File: config.mk
export PLATFORM = sky130hd
export DESIGN_NAME = key_scan
export DESIGN_NICKNAME = d
export VERILOG_FILES = /design/src/rtl/key_scan.sv
export SDC_FILE = /design/constraint.sdc
export NUM_CORES = 1
export LEC_CHECK = 0
export CORE_UTILIZATION = 54
export CTS_CLUSTER_DIAMETER = 30
export DETAILED_ROUTE_END_ITERATION = 10
export MAX_ROUTING_LAYER = met4
export PLACE_DENSITY = 0.76
export SETUP_SLACK_MARGIN = 0.2
export SLEW_MARGIN = 20
export SYNTH_ARGS = -nofsm -noshare
export SYNTH_HDL_FRONTEND = slang
export SYNTH_SLANG_ARGS = --single-unit
File: constraint.sdc
create_clock -name clk -period 3.4 [get_ports clk]
set_input_delay 0.68 -clock clk [delete_from_list [all_inputs] [get_ports clk]]
set_output_delay 0.68 -clock clk [all_outputs]
set_load 0.05 [all_outputs]
File: src/rtl/key_scan.sv
// Key matrix scanner: strobes 4 active-low columns, reads 8 active-low rows,
// debounces all 32 keys and reports press/release events over valid/ready.
module key_scan #(
  parameter int SCAN_DIV = 4096,
  parameter int DEBOUNCE = 4
) (
  input  logic        clk,
  input  logic        rst_n,
  output logic [3:0]  kcol,
  input  logic [7:0]  krow,
  output logic [31:0] keys,
  output logic        event_valid,
  input  logic        event_ready,
  output logic [4:0]  event_code,
  output logic        event_press
);

  localparam int DW = $clog2(SCAN_DIV) + 1;
  localparam logic [DW-1:0] DWELL_LAST = DW'(SCAN_DIV - 2);
  localparam logic [3:0] DB = 4'(DEBOUNCE);

  typedef enum logic [1:0] {BLANK, DRIVE, SAMPLE} state_t;

  state_t        state, state_next;
  logic [1:0]    col;
  logic [DW-1:0] dwell;
  logic [7:0]    krow_s1, krow_s2;
  logic [7:0]    sync_row;
  logic [3:0]    cnt [32];
  logic [3:0]    row_cnt_next [8];
  logic [2:0]    pick_row;
  logic          pick_valid;
  logic          commit;

  // Rows are asynchronous to clk; idle (no key) reads as all ones.
  always_ff @(posedge clk) begin
    if (!rst_n) begin
      krow_s1 <= 8'hFF;
      krow_s2 <= 8'hFF;
    end else begin
      krow_s1 <= krow;
      krow_s2 <= krow_s1;
    end
  end

  assign sync_row = ~krow_s2;

  always_ff @(posedge clk) begin
    if (!rst_n) begin
      state <= BLANK;
      col   <= '0;
      dwell <= '0;
    end else begin
      state <= state_next;
      case (state)
        BLANK:   dwell <= '0;
        DRIVE:   dwell <= dwell + 1'b1;
        SAMPLE:  col   <= col + 1'b1;
        default: ;
      endcase
    end
  end

  always_comb begin
    state_next = state;
    kcol       = 4'b1111;
    case (state)
      BLANK: state_next = DRIVE;
      DRIVE: begin
        kcol = ~(4'b0001 << col);
        if (dwell == DWELL_LAST) state_next = SAMPLE;
      end
      SAMPLE: begin
        kcol       = ~(4'b0001 << col);
        state_next = BLANK;
      end
      default: state_next = BLANK;
    endcase
  end

  // Next counter value for each row of the current column; the lowest row
  // whose updated counter reaches DEBOUNCE is the commit candidate.
  always_comb begin
    pick_row   = '0;
    pick_valid = 1'b0;
    for (int r = 0; r < 8; r++) begin
      row_cnt_next[r] = '0;
      if (sync_row[r] != keys[{col, 3'(r)}]) begin
        row_cnt_next[r] = (cnt[{col, 3'(r)}] >= DB) ? DB : cnt[{col, 3'(r)}] + 4'd1;
      end
      if (!pick_valid && row_cnt_next[r] == DB) begin
        pick_valid = 1'b1;
        pick_row   = 3'(r);
      end
    end
  end

  assign commit = (state == SAMPLE) && pick_valid && (!event_valid || event_ready);

  always_ff @(posedge clk) begin
    if (!rst_n) begin
      keys        <= '0;
      event_valid <= 1'b0;
      event_code  <= '0;
      event_press <= 1'b0;
      for (int i = 0; i < 32; i++) cnt[i] <= '0;
    end else begin
      if (state == SAMPLE) begin
        for (int r = 0; r < 8; r++) cnt[{col, 3'(r)}] <= row_cnt_next[r];
      end
      if (commit) begin
        cnt[{col, pick_row}]  <= '0;
        keys[{col, pick_row}] <= ~keys[{col, pick_row}];
        event_code            <= {col, pick_row};
        event_press           <= ~keys[{col, pick_row}];
        event_valid           <= 1'b1;
      end else if (event_ready) begin
        event_valid <= 1'b0;
      end
    end
  end

endmodule

---- Word-level counts from Yosys, hierarchy flattened ----
Memory sizes are Yosys's and may differ from the RTL's. A register that Yosys moved wholly into a read port is not among the register bits.
Cells that the tools add are included.
W data, S select, Z words.
word-level totals
  flip-flop bits (word level) ............. 72
  memory bits (writable) .................. 128
  logic and storage cells ................. 202
  memories ................................ 1
memory list
  memory  depth  bits a word  rd ports  clocked after Yosys merged registers in  wr ports  line  text
  cnt     32     4            8         8                                        32        29    logic [3:0] cnt [32];
operators by class
  $add $sub $neg .......................... 10
  magnitude comparators ................... 18
  eq/ne operators ......................... 20
  shift-type cells ........................ 1
  multiplexer cells ....................... 108
  bitwise gates (word level) .............. 3
  reductions and logical operators ........ 32
operators with widths
  operator                 count
  $mux W5                  25
  $mux W4                  26
  $lt A5 B6 Y1 const B     9
  $mux W1                  37
  $reduce_or A4 Y1         9
  $add A4 B1 Y4 const B    8
  $bwmux W32               1
  $eq A4 B3 Y1 const B     8
  $ge A4 B3 Y1 const B     8
  $pmux W13 S2             1
  $mux W3                  6
  $bmux W1 S2              8
  $add A13 B1 Y13 const B  1
  $eq A13 B12 Y1 const B   1
  $logic_and A1 B1 Y1      10
  $logic_not A1 Y1         8
  $ne A1 B1 Y1             8
  $not A8 Y8               1
  $bmux W1 S5              1
  $demux W1 S5             1
  $ge A5 B1 Y1 const B     1
  $not A4 Y4               1
  $pmux W2 S2              1
  $reduce_bool A2 Y1       2
  other kinds (10)         10

---- Depth between registers and ports, before layout ----
Gate-level depths: netlist of run 1.
  word-level depth ........................ 34
  gate-level depth with buffers ........... 16
  mapped depth without buffers ............ 13

---- Worst setup path before layout of run 1 ----
Ideal clock, no wire load.
  path kind ............................... register to register
  from .................................... reg with a tool-made name
  to ...................................... reg keys[10]
  library setup time ...................... 74 ps
  data arrival time ....................... 3608 ps
  data required time ...................... 3326 ps
  setup slack ............................. -282 ps
  stages on the path, launching flop included .. 16
  path buffers ............................ 4
  clock period less this slack ............ 3682 ps
  path through ............................ dfxtp_1 buf_6 buf_6 mux4_2 ha_1 inv_1 and4_1 o31ai_4 o211ai_2 a21oi_4 buf_6 mux2i_1 a221oi_1 a221o_2 buf_6 a31oi_2
RTL lines
  element                          line  text
  to (signal, indexed assignment)  113   keys[{col, pick_row}] <= ~keys[{col, pick_row}];
  to (decl)                        11    output logic [31:0] keys,

---- Final worst setup path of run 1 ----
  from .................................... reg col[0]
  to ...................................... reg keys[20]
between the ends
  cells in the longest elaborated chain, start to end .. 32
RTL lines
  element                                                                    line  text
  from (decl)                                                                25    logic [1:0] col;
  from (signal assigned)                                                     58    SAMPLE: col <= col + 1'b1;
  $bmux W1 S2                                                                88    if (sync_row[r] != keys[{col, 3'(r)}]) begin
  $mux W1 (not written as such)                                              88
  $ne A1 B1 Y1                                                               88
  $mux W4                                                                    88
  $eq A4 B3 Y1                                                               91    if (!pick_valid && row_cnt_next[r] == DB) begin
  $mux W1                                                                    91
  $logic_not A1 Y1                                                           91
  $logic_and A1 B1 Y1                                                        91
  (+16 left out)                                                             -
  $logic_not A1 Y1                                                           91
  $logic_and A1 B1 Y1                                                        91
  $mux W3                                                                    91
  $lt A5 B6 Y1 (not written as such) / $ge A5 B1 Y1 (equally long branches)  113
  $logic_and A1 B1 Y1 (not written as such)                                  113
  $mux W1 (not written as such)                                              113
  $demux W1 S5                                                               113
  $bwmux W32                                                                 113
Several ways; a longest one is shown, not always the timed one. The select of a mux whose other input is x is not followed.
A chain may end at the register's enable or synchronous reset.

==> results_dict.tcl, run 1 <==
set metrics [dict create \
    portBuffers 53 \
    area_growth_pct 44.1 \
    path_cells "buf_12 -> mux4_2 -> xnor2_1 -> a21boi_2 -> nor2_1 -> a21oi_4 -> buf_6 -> mux2i_1 -> a22oi_1 -> a221o_2 -> clkbuf_16 -> a31oi_4" \
    synth_nets 1033 \
    p_int_w 0.00505 \
    async_flop_share_pct 0 \
    avgSynthCellArea_um2 9.64 \
    power_density_mw_per_mm2 472 \
    seq_area_frac_synth_pct 41.7 \
    grt_pass1_wl_mm 49.6 \
    max_freq_mhz 244 \
    netlist_instances 1005 \
    viasPerCell 6.37 \
    swShare_pct 23.5 \
    fin_crit_ns 4.11 \
    antenna_found_initial 1 \
    worst_pin_slew_ns 0.857 \
    dr.pass1.iters 6 \
    hold_viol 0 \
    synth.top_cell.area_share_pct 41.7 \
    slew_violations 0 \
    status "finished, violations left" \
    drc_errors 0 \
    synth_ff_type "dfxtp_1" \
    drive_gt1_share_pct 36.0 \
    p_switching_w 0.00155 \
    fin_ws_ns -0.705 \
    synth.distinct_cells 64 \
    cts_max_level 2 \
    failed_checks "setup timing" \
    synth_area_mm2 0.00969 \
    place_ws_ns -0.479 \
    clock_sinks 202 \
    pin_count 54 \
    power.share.clock_pct 61.6 \
    routed_wl_mm 36.2 \
    slew_headroom_pct 42.3 \
    critPathMaxStageDelay_ns 0.57 \
    rows 48 \
    start_util_pct 55.7 \
    synth_seq_cells 202 \
    rsz0062_at_grt "true" \
    startpoint_type "flop" \
    seqPwrFrac_pct 36.3 \
    final_antenna_net_count 0 \
    cts_tree "yes" \
    postCtsHoldBufs 0 \
    finalSetupViolations 68 \
    fin_nets 1236 \
    synth.top_cells.by_area "dfxtp_1 (42%), mux4_2 (6.7%), nand2_1 (5.7%)" \
    fill_cells 930 \
    clkLatencyLatePin_ns 0.54 \
    core_mm2 0.0174 \
    synth-edff-count 0 \
    die-area_mm2 0.0185 \
    clockBufferDepth 3 \
    critPathSlowestCell "xnor2_1" \
    path_clk_slew_ns 0.06 \
    end_kind "flop" \
    globalplace.congestion 0.967 \
    hold_path_class "flop to flop" \
    worst-path-max-fanout 10 \
    synth_most_common_cell "dfxtp_1" \
    ys.warnings.count 0 \
    numCtsBuffers 41 \
    cts_root_buf "clkbuf_16" \
    grt_pass1_vias 9051 \
    gr-total-overflow 0 \
    drtIter0Drc 877 \
    grt_max_degree 83 \
    netlist.top_cell.by_area "dfxtp_1" \
    grt_use_total_pct 36.4 \
    post-route-period-util_pct 121 \
    p_comb_share_pct 2.2 \
    num_vias 9341 \
    maxCapViolations 0 \
    power_leakage_nw 5.21 \
    wl_per_cell_um 24.7 \
    critPathArrivalTime_ns 4.53 \
    chipWidth_um 136 \
    irDropWorstVdd_mv 0.457 \
    ys_top_cells_by_count "dfxtp_1 (202), nand2_1 (147), and3_1 (71)" \
    die_height_um 136 \
    critPathKind "flop to flop" \
    finClkSkew_ns 0.0306 \
    cp.required_ns 3.82 \
    fin_tns_setup_ns -25.52 \
    final_core_util_pct 80.2 \
    dp_hpwl_mm 18.8 \
]
## flip-flops by register name (all words and copies together) (netlist names), named ones only
register / cells
state: 2
event_valid: 1
event_code: 5
keys: 32
cnt: 128
krow_s2: 8
krow_s1: 8
col: 2
dwell: 13
event_press: 1
## path summary, 6_finish.rpt
path | from | slack [ns] | depth (start not counted) | to
worst min-delay path | krow_s1[2] | 0.41 | 1 | krow_s2[2]
worst max-delay path | col[0] | -0.71 | 12 | keys[20]
worst min register to register | krow_s1[2] | 0.41 | 1 | krow_s2[2]
worst max register to register | col[0] | -0.71 | 12 | keys[20]
## metal layers
metal  part of all wire, %  up-vias  track usage [%]
met3                   9.3      227             7.53
met1                    36     4506             42.4
met4                   7.5        0             17.1
met2                    48      627             59.8
met5                     0        -                -
li1                      -     3981                -
## logic make-up (layout without fill, tap and decap cells)
kind of cell,count (synthesis),after routing,synth area share [%]
compound gates,201,201,15.7
xor+xnor,15,15,1.74
fa+ha+maj,17,17,2.19
buf+inv,88,323,4.13
flops,202,202,41.7
mux,84,84,12.7
other cells,0,1,0
simple gates,398,398,21.8
## repair_timing
item,CTS,global route
endpoints found under the setup margin,74,72
gates cloned,2,4
pin swaps,37,16
setup buffers,17,5
resized for setup,137,57
## worst max-delay path, delay by kind of cell (launching register included)
kind / cells / cell delay [ns]
AOI/OAI and AO/OA: 5 / 1.56
DFF: 1 / 0.35
and+or+nand+nor: 1 / 0.15
buffers and inverters: 3 / 0.56
muxes: 2 / 0.79
xor gates and xnor gates: 1 / 0.57
## metrics by stage
step           hold WS, ns  instances  power [W]  cell area [µm²]
2_1_floorplan        0.386       1005    0.00253             9740
3_3_place_gp         0.388       1362    0.00257            11400
3_5_place_dp         0.396       1362    0.00257            11400
4_1_cts              0.408       1456    0.00655            13600
5_1_grt              0.420       1466    0.00672            14000
6_report             0.411       1466    0.00659            14000
## final cells by class
| cell class | count | area, µm² | share of cell area, % |
|---|---|---|---|
| Timing Repair Buffer | 229 | 2150 | 15.4 |
| Inverter | 19 | 76.3 | 0.547 |
| Antenna cell | 1 | 2.50 | 0.0179 |
| Sequential cell | 202 | 4050 | 29.0 |
| Clock buffer | 46 | 1060 | 7.62 |
| Tap cell | 225 | 282 | 2.02 |
| Multi-Input combinational cell | 715 | 6020 | 43.1 |
| Clock inverter | 29 | 319 | 2.28 |
## cells in the final DEF, fill, tap and decap left out, drive strengths merged, types with 21 or more instances in the layout
master         count
nand2b            24
o21ai             49
nand2            147
a31oi             33
nor2              32
dfxtp            202
nor3b             39
clkbuf            49
mux4              30
clkdlybuf4s50     49
inv               29
or2               21
a21boi            65
and3              71
buf              174
mux2i             49
## power by group through the flow
stage                     combinational, W  sequential [W]  clock, W
final                             0.000143         0.00239   0.00406
after global routing              0.000150         0.00239   0.00418
after CTS                         0.000137         0.00239   0.00403
after floorplan                  0.0000928         0.00244         0
after global placement            0.000134         0.00244         0
after detailed placement          0.000135         0.00244         0
Note: power is estimated with default switching activity, not from simulation.
==> run 2, diff against run 1 <==
Settings changed: CORE_MARGIN set to 4.
==> run 2 against run 1 <==
Worst hold slack got worse by 0.0031 ns. The run still ends with setup timing left. Clock power decreased by 3%. Sequential power is essentially flat. Clock skew is 0.015 ns lower. Critical path depth grew 4. Largest power group unchanged. Highest routed layer unchanged. Worst setup slack improved by 0.14 ns. Non-clock buffer count grew 16. Via count is 0.32% higher. Final cell count is 0.68% higher. Sequential cell count stayed put. Combinational power about the same. Clock-buffer cell count is the same.
==> results_dict.tcl, run 2 (synthesized netlist as in run 1, its figures left out) <==
set metrics [dict create \
    status "finished, violations left" \
    failed_checks "setup timing" \
    largest_register_ffs 128 \
    rsz0062_at_grt "true" \
    routed_wl_mm 36.3 \
    clkLatencyLatePin_ns 0.53 \
    dp_hpwl_mm 19.1 \
    drive_gt1_share_pct 36.9 \
    die_height_um 142 \
    wl_per_cell_um 24.6 \
    fin_nets 1249 \
    max_freq_mhz 252 \
    max_flop_register "cnt" \
    critPathArrivalTime_ns 4.36 \
    p_switching_w 0.00148 \
    core_mm2 0.0174 \
    worst-path-max-fanout 7 \
    final_cell_mix "dfxtp_1 (201), nand2_1 (144), buf_4 (138)" \
    grt_use_total_pct 29.4 \
    pin_count 54 \
    power_leakage_nw 5.30 \
    swShare_pct 23.0 \
    critPathMaxStageDelay_ns 0.53 \
    path_clk_slew_ns 0.05 \
    fin_crit_ns 3.97 \
    post_dp_cell_area_mm2 0.0115 \
    gr-total-overflow 0 \
    grt_max_degree 85 \
    critPathSlowestCell "mux4_2" \
    dr.pass1.iters 5 \
    mostFrequentLayoutCell "dfxtp_1" \
    power.share.clock_pct 60.8 \
    clock_sinks 202 \
    drtIter0Drc 981 \
    seqPwrFrac_pct 37.0 \
    die-area_mm2 0.0202 \
    path_common_cell "buf_4" \
    drc_errors 0 \
    finalSetupViolations 69 \
    grt_pass1_vias 8553 \
    fin_area_mm2 0.0141 \
    antenna_found_initial 0 \
    irDropWorstVdd_mv 0.485 \
    cts_root_buf "clkbuf_16" \
    viasPerCell 6.35 \
    hold_path_class "flop to flop" \
    numCtsBuffers 38 \
    chipWidth_um 142 \
    p_comb_share_pct 2.2 \
    finClkSkew_ns 0.0156 \
    start_util_pct 55.7 \
    top_regs "cnt: 128 flops, keys: 32 flops, dwell: 13 flops" \
    globalplace.congestion 1.01 \
    cts_max_level 2 \
    maxCapViolations 0 \
    crit_buf_inv 6 \
    portBuffers 53 \
    path_cells "buf_12 -> mux4_2 -> ha_4 -> inv_1 -> and4_4 -> o31ai_4 -> buf_4 -> nand4_1 -> o311ai_2 -> buf_4 -> nor4_2 -> buf_4 -> buf_4 -> and3_4 -> o21ai_0 -> a31oi_2" \
    post-route-period-util_pct 117 \
    slew_violations 0 \
    power_density_mw_per_mm2 459 \
    hold_ws_ns 0.408 \
    critPathKind "flop to flop" \
    num_vias 9371 \
    critical_path.top_delay_family "compound AO/OA/AOI/OAI gates" \
    clockBufferDepth 3 \
    rows 48 \
    place_ws_ns -0.364 \
    p_int_w 0.00497 \
    min_from "krow_s1[7]" \
    fin_ws_ns -0.567 \
    cts_tree "yes" \
    slew_headroom_pct 37.5 \
    diodes 0 \
    final_antenna_net_count 0 \
    startpoint_type "flop" \
    hold_viol 0 \
    cp.required_ns 3.80 \
    end_kind "flop" \
    grt_pass1_wl_mm 46.0 \
    area_growth_pct 45.1 \
    worst_pin_slew_ns 0.937 \
]
[run 2: cell types whose count changed in the layout (fill, tap and decap cells not counted), moves of 5 or more]
cell	before	now
buf_6	34	40
buf_4	130	138
clkinvlp_4	5	10
a31oi_2	10	16
inv_6	9	1
a31oi_4	15	9
[run 2: power by group through the flow]
stage / sequential [W] / combinational (W) / clock [W]
global route: 0.00239 / 0.000152 / 0.00404
floorplan: 0.00244 / 0.0000928 / 0
global placement: 0.00244 / 0.000132 / 0
detailed placement: 0.00244 / 0.000133 / 0
finish: 0.00239 / 0.000144 / 0.00392
CTS: 0.00239 / 0.000134 / 0.00387
[run 2: timing repair]
item,CTS,global route
gates cloned,0,6
resized for setup,26,173
buffers inserted,3,23
pin swaps,7,61
hold buffers,0,0
setup endpoints to repair,70,70
[run 2: metrics by stage]
stage	cells	utilization, %	total power, W	TNS, ns
floorplan	1005	-	0.00253	-5.26
global placement	1374	66.1	0.00257	-7.16
detailed placement	1374	66.1	0.00257	-14.18
CTS	1447	74.7	0.00639	-11.38
global route	1476	80.8	0.00658	-31.78
finish	1476	80.8	0.00646	-25.74
[run 2: worst paths after layout]
path                end  slack, ns  cells past startpoint
max            keys[14]      -0.57                     16
min          krow_s2[7]       0.41                      1
max reg2reg    keys[14]      -0.57                     16
min reg2reg  krow_s2[7]       0.41                      1
[run 2: per-layer routing]
metal  wire [µm]  global-route usage [%]  vias to the layer above
met4        2220                    10.6                        0
met3        3110                    4.50                      207
met1       13400                    37.3                     4529
li1            -                       -                     4008
met5           0                       -                        -
met2       17600                    48.0                      627
[run 2: final cells by class]
| type | count | area (µm²) |
|---|---|---|
| multi-input combinational | 715 | 6000 |
| sequential | 202 | 4050 |
| fill | 900 | 3350 |
| timing repair buffer | 245 | 2330 |
| clock buffer | 46 | 1050 |
| clock inverter | 24 | 284 |
| tap | 225 | 282 |
| inverter | 19 | 75.1 |
